$ cat src/rtl/nrisc_fetch_decode.sv
// Nrisc fetch/decode front end.
// Fetches one byte-wide instruction per transaction over a req/ack memory
// handshake, latches it into the instruction register and presents the
// decoded fields downstream over valid/ready. Supports branch flush, a halt
// opcode and an ack timeout with automatic retry.
module nrisc_fetch_decode #(
    parameter logic [7:0] RESET_PC    = 8'h00,
    parameter logic [3:0] HALT_OP     = 4'hF,
    parameter int         ACK_TIMEOUT = 15
) (
    input  logic       clk,
    input  logic       rst_n,
    output logic       mem_req,
    output logic [7:0] mem_addr,
    input  logic       mem_ack,
    input  logic [7:0] mem_data,
    input  logic       ready,
    input  logic       flush,
    input  logic [7:0] flush_target,
    output logic       valid,
    output logic [3:0] opcode,
    output logic [1:0] rd,
    output logic [1:0] rs,
    output logic [1:0] imm,
    output logic [7:0] pc_out,
    output logic       halted,
    output logic       timeout_err
);

    typedef enum logic [1:0] {
        S_FETCH  = 2'd0,
        S_WAIT   = 2'd1,
        S_DECODE = 2'd2,
        S_HALT   = 2'd3
    } state_t;

    // The counter value seen during the last permitted WAIT cycle; the next
    // ack-less edge would be the ACK_TIMEOUT-th one.
    localparam logic [7:0] TIMEOUT_LAST = 8'(ACK_TIMEOUT - 1);

    state_t     state_reg, state_next;
    logic [7:0] pc_reg, pc_next;
    logic [7:0] ir_reg, ir_next;
    logic [7:0] pc_out_reg, pc_out_next;
    logic [7:0] cnt_reg, cnt_next;
    logic       terr_reg, terr_next;

    // State register and datapath registers; reset aborts any outstanding request.
    always_ff @(posedge clk or negedge rst_n) begin
        if (!rst_n) begin
            state_reg  <= S_FETCH;
            pc_reg     <= RESET_PC;
            ir_reg     <= 8'h00;
            pc_out_reg <= 8'h00;
            cnt_reg    <= 8'h00;
            terr_reg   <= 1'b0;
        end else begin
            state_reg  <= state_next;
            pc_reg     <= pc_next;
            ir_reg     <= ir_next;
            pc_out_reg <= pc_out_next;
            cnt_reg    <= cnt_next;
            terr_reg   <= terr_next;
        end
    end

    // Next-state and datapath update; flush overrides everything except HALT.
    always_comb begin
        state_next  = state_reg;
        pc_next     = pc_reg;
        ir_next     = ir_reg;
        pc_out_next = pc_out_reg;
        cnt_next    = cnt_reg;
        terr_next   = terr_reg;

        case (state_reg)
            S_FETCH: begin
                state_next = S_WAIT;
            end
            S_WAIT: begin
                if (mem_ack) begin
                    ir_next     = mem_data;
                    pc_out_next = pc_reg;
                    cnt_next    = 8'h00;
                    state_next  = S_DECODE;
                end else if (cnt_reg == TIMEOUT_LAST) begin
                    // Give up on this request: one idle cycle in FETCH, then retry same PC.
                    terr_next  = 1'b1;
                    cnt_next   = 8'h00;
                    state_next = S_FETCH;
                end else begin
                    cnt_next = cnt_reg + 8'd1;
                end
            end
            S_DECODE: begin
                if (ready) begin
                    if (ir_reg[7:4] == HALT_OP) begin
                        state_next = S_HALT;
                    end else begin
                        pc_next    = pc_reg + 8'd1;
                        state_next = S_FETCH;
                    end
                end
            end
            S_HALT: begin
                state_next = S_HALT;
            end
        endcase

        // A taken branch discards any ack in flight and redirects the fetch.
        if (flush && (state_reg != S_HALT)) begin
            pc_next     = flush_target;
            ir_next     = ir_reg;
            pc_out_next = pc_out_reg;
            cnt_next    = 8'h00;
            state_next  = S_FETCH;
        end
    end

    assign mem_req     = (state_reg == S_WAIT);
    assign mem_addr    = pc_reg;
    assign valid       = (state_reg == S_DECODE);
    assign halted      = (state_reg == S_HALT);
    assign timeout_err = terr_reg;
    assign opcode      = ir_reg[7:4];
    assign rd          = ir_reg[3:2];
    assign rs          = ir_reg[1:0];
    assign imm         = ir_reg[1:0];
    assign pc_out      = pc_out_reg;

endmodule

$ cat config.mk
export PLATFORM = sky130hd
export DESIGN_NAME = nrisc_fetch_decode
export DESIGN_NICKNAME = d
export VERILOG_FILES = /design/src/rtl/nrisc_fetch_decode.sv
export SDC_FILE = /design/constraint.sdc
export NUM_CORES = 1
export LEC_CHECK = 0
export ABC_CLOCK_PERIOD_IN_PS = 1700
export BUFFER_PORTS_ARGS = -buffer_cell sky130_fd_sc_hd__buf_2
export CAP_MARGIN = 25
export CORE_MARGIN = 5
export CORE_UTILIZATION = 51
export CTS_CLUSTER_SIZE = 10
export DETAILED_ROUTE_END_ITERATION = 10
export GPL_TIMING_DRIVEN = 0
export PLACE_DENSITY_LB_ADDON = 0.12
export SLEW_MARGIN = 20
export SYNTH_ARGS = -nofsm -noshare
export SYNTH_HDL_FRONTEND = slang
export SYNTH_SLANG_ARGS = --single-unit
$ cat constraint.sdc
create_clock -name clk -period 1.7 [get_ports clk]
set_input_delay 0.085 -clock clk [delete_from_list [all_inputs] [get_ports clk]]
set_output_delay 0.085 -clock clk [all_outputs]
set_load 0.1 [all_outputs]
Word level (Yosys, flattened, before mapping):

Index checks and enable logic that the tools add are counted.

* equality and inequality tests: 9
* add/subtract/negate cells: 2
* bitwise logic cells: 2
* reductions and logical operators: 9
* muxes and demuxes: 14

Operators by type and width (number)
* 8-bit 2-to-1 mux: 8
* 8-bit by 1-bit adder with 8-bit output (second input constant): 2
* 2-bit 2-to-1 mux: 5
* 3-bit AND reduction: 3
* 8-bit by 4-bit equality test with 1-bit output (second input constant): 1
* 2-bit case mux with 4 select lines: 1
* 2-bit nonzero test: 3
* 2-bit equality test (second input constant): 2
* 4-bit equality test (second input constant): 1
* 4-bit by 1-bit != test with 1-bit output (second input constant): 1
* 3-bit by 2-bit != test with 1-bit output (second input constant): 1
* 2-bit by 1-bit equality test with 1-bit output (second input constant): 1
* 2-bit zero test: 1
* 2-bit by 1-bit != test with 1-bit output (second input constant): 1
* 2-bit != test (second input constant): 1
* 1-bit inverter: 2
* 2-bit AND reduction: 1
* 1-bit logical AND: 1

* logic and storage cells: 42
* flip-flop bits (word level): 35
* output and inout port bits: 30

Depth between registers and ports, before layout:

Gate-level depths: netlist of run 1.

* depth in word-level cells: 5
* depth in mapped cells: 6
* gate-level depth less buffers: 6

Worst setup path before layout of run 1:

Ideal clock, no wire load.

* kind: flip-flop to flip-flop
* start point: register state_reg[0]
* end point: register pc_reg[2], in the netlist mem_addr[2]
* path buffers: 0
* data required time: 1617 ps
* setup slack: -818 ps
* arrival: 2435 ps
* setup time: 83 ps
* cell stages (with the launch flop): 5
* cell sequence: dfrtp_1 nor2b_1 nand4_1 xor2_1 o21ai_0

RTL lines
* start: declaration: RTL line 41 `state_t state_reg, state_next;`
* start signal: assignment: RTL line 58 `state_reg <= state_next;`
* 2-bit equality test
* named net valid: RTL line 20 `output logic valid,`
* 2-bit nonzero test (no line)
* 3-bit AND reduction (no line)
* end signal: assignment: RTL line 59 `pc_reg <= pc_next;`
* end: declaration: RTL line 42 `logic [7:0] pc_reg, pc_next;`

The timed path passes the listed nets, and every way through them passes these cells.
A chain may end at the register's enable or synchronous reset.

Worst setup path after layout of run 1:

* start point: register state_reg[0]
* end point: register pc_out_reg[6], in the netlist pc_out[6]

* cells in the longest elaborated chain, start to end: 4

RTL lines
* 2-bit != test: RTL line 111 `if (flush && (state_reg != S_HALT)) begin`
* 1-bit logical AND: RTL line 111
* 1-bit inverter (no line)
* 3-bit AND reduction (no line) *
* end signal: assignment: RTL line 61 `pc_out_reg <= pc_out_next;`
* end: declaration: RTL line 44 `logic [7:0] pc_out_reg, pc_out_next;`

Every way passes the cells marked *; elsewhere a longest branch is shown, timed or not.

==> results of run 1 <==
-- cell usage after synthesis (all sizes together) (2+ instances only) --
master | instances | area (um^2)
nand2 | 19 | 71.3
and2 | 3 | 21.3
o211ai | 3 | 22.5
o2111ai | 2 | 17.5
xnor2 | 3 | 26.3
inv | 2 | 10.0
nor2 | 12 | 45.0
nand3 | 3 | 15.0
ha | 3 | 37.5
dfrtp | 35 | 876
buf | 5 | 52.5
a21oi | 5 | 25.0
nand3b | 2 | 15.0
and4 | 2 | 17.5
o21ai | 12 | 60.1
nor2b | 3 | 18.8
xor2 | 7 | 61.3
nand4 | 3 | 18.8
mux2 | 16 | 218
-- cells in the final DEF (no fill, tap or decap), types with 3 or more instances in the layout --
cell	count
sky130_fd_sc_hd__a21oi_1	5
sky130_fd_sc_hd__o21ai_0	9
sky130_fd_sc_hd__xor2_1	7
sky130_fd_sc_hd__dfrtp_1	27
sky130_fd_sc_hd__mux2_2	6
sky130_fd_sc_hd__buf_2	50
sky130_fd_sc_hd__dlygate4sd3_1	13
sky130_fd_sc_hd__xnor2_1	3
sky130_fd_sc_hd__mux2_4	10
sky130_fd_sc_hd__ha_1	3
sky130_fd_sc_hd__nand3_1	3
sky130_fd_sc_hd__nand2_1	19
sky130_fd_sc_hd__dfrtp_2	6
sky130_fd_sc_hd__nor2_1	12
sky130_fd_sc_hd__nand4_1	3
sky130_fd_sc_hd__o211ai_1	3
sky130_fd_sc_hd__clkbuf_4	5
-- through the flow --
step | setup WS, ns | hold WS [ns] | cell area, um^2 | std cells | utilization
2_1_floorplan | 0.00647 | -0.211 | 1780 | 155 | -
3_3_place_gp | 0.0657 | 0.192 | 2080 | 251 | 0.624
3_5_place_dp | 0.0310 | 0.204 | 2080 | 251 | 0.624
4_1_cts | 0.0193 | 0.0000198 | 2290 | 272 | 0.685
5_1_grt | 0.000830 | 0.00220 | 2290 | 272 | 0.686
6_report | 0.0761 | 0.0150 | 2290 | 272 | 0.686
-- metal layers --
layer / track usage / vias to the layer above / share of wire
met1: 0.195 / 704 / 0.40
met4: 0.0744 / 0 / 0.017
met2: 0.325 / 36 / 0.52
met3: 0.0632 / 7 / 0.059
met5: 0 / - / 0
li1: - / 689 / -
-- cell families after synthesis --
logic type,synth area share
AO/OA/AOI/OAI,0.104
XOR/XNOR,0.0500
adder cells (fa/ha/maj),0.0214
buffers and inverters,0.0379
flip-flops,0.500
multiplexers,0.130
AND/OR/NAND/NOR,0.156
-- area by class of cell --
class / count / area share
sequential: 35 / 0.389
tap: 46 / 0.0251
timing repair buffer: 63 / 0.166
multi-input combinational: 112 / 0.358
inverter: 2 / 0.00546
clock buffer: 7 / 0.0284
clock inverter: 1 / 0.00328
buffer: 6 / 0.0246
-- repair_timing --
item                                   in CTS  in global routing
buffers inserted                            0                  0
hold buffers                               13                  0
gates resized for setup                     0                  1
setup endpoints to repair                   0                  3
endpoints found under the hold margin      47                  0
-- critical path: stages, from the launching register on --
cell and delay, ns:
sky130_fd_sc_hd__dfrtp_1 0.55, sky130_fd_sc_hd__nand2b_4 0.12, sky130_fd_sc_hd__inv_6 0.10, sky130_fd_sc_hd__and2_4 0.14, sky130_fd_sc_hd__buf_6 0.13, sky130_fd_sc_hd__buf_8 0.17
sky130_fd_sc_hd__mux2_4 0.31
-- worst min path at each step --
stage / start / end / slack (ns)
after floorplan: rst_n / cnt_reg[0] / -0.21
after global placement: rst_n / ir_reg[0] / 0.19
after detailed placement: rst_n / ir_reg[0] / 0.20
after CTS: flush_target[1] / mem_addr[1] / 0.00002
after global routing: flush_target[1] / mem_addr[1] / 0.002
final: flush_target[1] / mem_addr[1] / 0.01
==> results_dict.tcl, run 1 <==
set metrics [dict create \
    status "finished, final reports clean" \
    floorplan_core_area_um2 3340 \
    die_area_um2 4700 \
    die_width_um 68.6 \
    synth-async-reset-ratio 1.00 \
    yosys_warnings 0 \
    seqCellArea_um2 891 \
    routed_via_density 5.28 \
    avg_synthesized_cell_area_um2 11.3 \
    timing.critical_path.from "state_reg[0]" \
    first_global_vias 1364 \
    synth.cell_area_um2 1750 \
    cts_made_buffers 5 \
    fmax_mhz 616 \
    cp-start-kind "flop" \
    post_layout_minimum_cycle_time_ns 1.62 \
    worst-endpoint-arrival_ns 1.86 \
    critical_path.reg2reg.startpoint "state_reg[0]" \
    routedWlPerCell_um 14.7 \
    synth_enable_flop_cells 0 \
    dpl_wire_length_um 2930 \
    n_fill_cell 278 \
    setup_violations 0 \
    crit-reg2reg-capture "pc_out[6]" \
    final_max_slew_viol_count 0 \
    cap_violations 0 \
    max-clock-path-buffers 2 \
    maximum_number_of_pins_on_one_net_before_global_route_repair 36 \
    antenna_violations_before_repair 0 \
    ys.flop_type "sky130_fd_sc_hd__dfrtp_1" \
    grt_setup_unrepaired "false" \
    crit_path_end_kind "flop" \
    firstDrtPassIters 4 \
    timing_worst_slew_pin_value_ns 0.784 \
    antenna_cells_inserted 0 \
    layout_worst_path_cycle_share 0.955 \
    cts_tree "yes" \
    ioPinCount 51 \
    post_cts_clock_slew_at_the_launch_and_capture_registers_of_the_worst_setup_and_hold_paths_ns 0.11 \
    worst_hold_class "primary input to flop" \
    fin_tns_setup_ns 0 \
    synthesis.nets 179 \
    route.detailed.drc 0 \
    global_route.overflow_total 0 \
    grt_use_total 0.183 \
    synthesis.instances 155 \
    portBuffers 50 \
    ys_ff_latch 35 \
    critical_path_peak_fanout 10 \
    multi_input_area_um2 820 \
    headroom_to_the_max_slew_limit 0.477 \
    finalClockSkew_ns 0.0110 \
    synth_cell_types 40 \
    chipHeight_um 68.6 \
    route.vias.total 1436 \
    cts.sink_count 35 \
    worst-r2r-setup-slack_ns 0.08 \
    critPathCapture "pc_out[6]" \
    timing.setup.critical_path_class "flop to flop" \
    clkLatencyLatePin_ns 0.34 \
    drive_gt1_frac 0.416 \
    grt_pass1_wl_um 6200 \
    globalplace.congestion 0.840 \
    detail-route-antenna-nets 0 \
    floorplan.initialDensity 0.525 \
    row_count 21 \
    detail_route.wirelength_um 4010 \
    register_area_share_after_synthesis 0.500 \
    hold_violations 0 \
    cp_data_required_time_ns 1.93 \
    first_iter_violations 46 \
    count_of_nets_after_finishing 249 \
    clock-root-buffer "sky130_fd_sc_hd__clkbuf_4" \
    maximum_level_of_the_cts_h_tree 2 \
    min_delay_path_depth 3 \
    area_delta_synth_final_pct 30.8 \
    r2r_cells 6 \
]
Power of run 1 is not shown: default switching activity piles up to over one toggle a cycle in this logic, so the estimate is an artifact.
==> run 2: changes to the inputs <==
--- a/config.mk
+++ b/config.mk
@@ -8,6 +8,7 @@
 export ABC_CLOCK_PERIOD_IN_PS = 1700
 export BUFFER_PORTS_ARGS = -buffer_cell sky130_fd_sc_hd__buf_2
 export CAP_MARGIN = 25
+export CORE_ASPECT_RATIO = 0.75
 export CORE_MARGIN = 5
 export CORE_UTILIZATION = 51
 export CTS_CLUSTER_SIZE = 10
==> run 2 against run 1 <==
Cell area fell by 4.4%. Via count decreased by 3.6%. Sequential cell count is the same. Count of clock-buffer cells in the layout down 1. Die area increased by 0.26%. Global-route usage shrank 1.3 points. Critical path type unchanged.
==> results_dict.tcl, run 2 (synthesis gave the netlist of run 1 again) <==
set metrics [dict create \
    first_iter_violations 31 \
    portBuffers 50 \
    first_global_vias 1377 \
    detail_route.wirelength_um 3800 \
    maximum_level_of_the_cts_h_tree 2 \
    detail-route-antenna-nets 0 \
    max-clock-path-buffers 2 \
    maximum_number_of_pins_on_one_net_before_global_route_repair 36 \
    hold_violations 0 \
    grt_use_total 0.169 \
    post_cts_buffers 0 \
    hold_path.startpoint "flush_target[2]" \
    grt_pass1_wl_um 6210 \
    firstDrtPassIters 4 \
    cts_made_buffers 5 \
    chipHeight_um 60.7 \
    worst_path_largest_cell_delay_ns 0.53 \
    setup_violations 0 \
    antenna_cells_inserted 0 \
    grt_setup_unrepaired "false" \
    fin_ws_ns 0.0992 \
    use_met3 0.0490 \
    routedWlPerCell_um 15.0 \
    worst_hold_class "primary input to flop" \
    layout_commonest_cell "sky130_fd_sc_hd__buf_2" \
    antenna_violations_before_repair 0 \
    row_count 18 \
    critical_path_peak_fanout 10 \
    floorplan_core_area_um2 3290 \
    multi_input_area_um2 833 \
    layout_worst_path_cycle_share 0.942 \
    floorplan.initialDensity 0.532 \
    cp-start-kind "flop" \
    area_delta_synth_final_pct 25.1 \
    globalRouteMet1Util 0.209 \
    clkLatencyLatePin_ns 0.28 \
    cp_data_required_time_ns 1.86 \
    timing_worst_slew_pin_value_ns 0.770 \
    placement_setup_slack_ns -0.0174 \
    critical_path.cell_chain "nand2b_4 > inv_6 > and2_4 > buf_6 > buf_8 > mux2_4" \
    critical_path.slowest_cell "sky130_fd_sc_hd__dfrtp_1" \
    seqCellArea_um2 891 \
    drive_gt1_frac 0.444 \
    worst-r2r-setup-slack_ns 0.1 \
    crit_path_end_kind "flop" \
    count_of_nets_after_finishing 237 \
    final_cell_mix "sky130_fd_sc_hd__buf_2, sky130_fd_sc_hd__dfrtp_1, sky130_fd_sc_hd__nand2_1" \
    worst-endpoint-arrival_ns 1.76 \
    route.detailed.drc 0 \
    globalplace.congestion 0.806 \
    die_width_um 77.7 \
    fmax_mhz 625 \
    n_fill_cell 273 \
    timing.critical_path.from "state_reg[0]" \
    clock-root-buffer "sky130_fd_sc_hd__clkbuf_8" \
    final_max_slew_viol_count 0 \
    die_area_um2 4720 \
    cts_tree "yes" \
    status "finished, final reports clean" \
    critical_path.reg2reg.startpoint "state_reg[0]" \
    post_cts_clock_slew_at_the_launch_and_capture_registers_of_the_worst_setup_and_hold_paths_ns 0.07 \
    ioPinCount 51 \
    routed_via_density 5.45 \
    post_layout_minimum_cycle_time_ns 1.60 \
    route.vias.total 1385 \
    grt.met2_usage 0.295 \
    cts.sink_count 35 \
    global_route.overflow_total 0 \
    timing.setup.critical_path_class "flop to flop" \
    finalClockSkew_ns 0.00705 \
    cap_violations 0 \
    grt_most_used_layer "met2" \
    headroom_to_the_max_slew_limit 0.487 \
    dpl_wire_length_um 2820 \
]
[run 2: cell count changes in the layout (fill, tap and decap cells not counted), sizes merged]
cell         previous run  this run
clkbuf                  8         7
clkinv                  0         1
dlygate4sd3            13         1
[run 2: worst paths after layout]
check,end,cells past startpoint
setup / recovery,pc_out[6],6
hold / removal,mem_addr[2],3
setup reg to reg,pc_out[6],6
hold reg to reg,timeout_err,1
max in group asynchronous,mem_addr[1],2
min in group asynchronous,ir_reg[6],2
[run 2: worst max-delay path: cells and delay by family, from the launching register on]
kind          cells  cell delay [ns]
simple gates      2             0.26
flops             1             0.53
mux               1             0.31
buf+inv           3             0.38
[run 2: routing by layer]
metal  up-vias  part of all wire
met5         -                 0
met4         0            0.0045
met3         2             0.064
met2        44              0.50
met1       672              0.43
li1        667                 -
[run 2: repair_timing]
action / 4_1_cts / 5_1_grt
hold buffers: 1 / 0
resized for setup: 1 / 4
cloned: 0 / 0
setup endpoints to repair: 1 / 3
hold endpoints to repair: 35 / 0
[run 2: final cells by class]
type,count,share of cell area
Buffer,6,0.0263
Clock buffer,6,0.0331
Clock inverter,2,0.00571
Inverter,2,0.00571
Multi-Input combinational cell,112,0.381
Sequential cell,35,0.407
Tap cell,40,0.0229
Timing Repair Buffer,51,0.119
[run 2: through the flow]
step                std cells  instance area, um^2  hold WS (ns)  utilization  setup TNS [ns]
floorplan                 155                 1780        -0.211            -               0
global route              254                 2190        0.0250        0.666               0
finish                    254                 2190        0.0173        0.666               0
CTS                       254                 2170        0.0122        0.661               0
global placement          245                 2080         0.190        0.631               0
detailed placement        245                 2080         0.207        0.631         -0.0174
Power of run 2 is left out for the same reason.
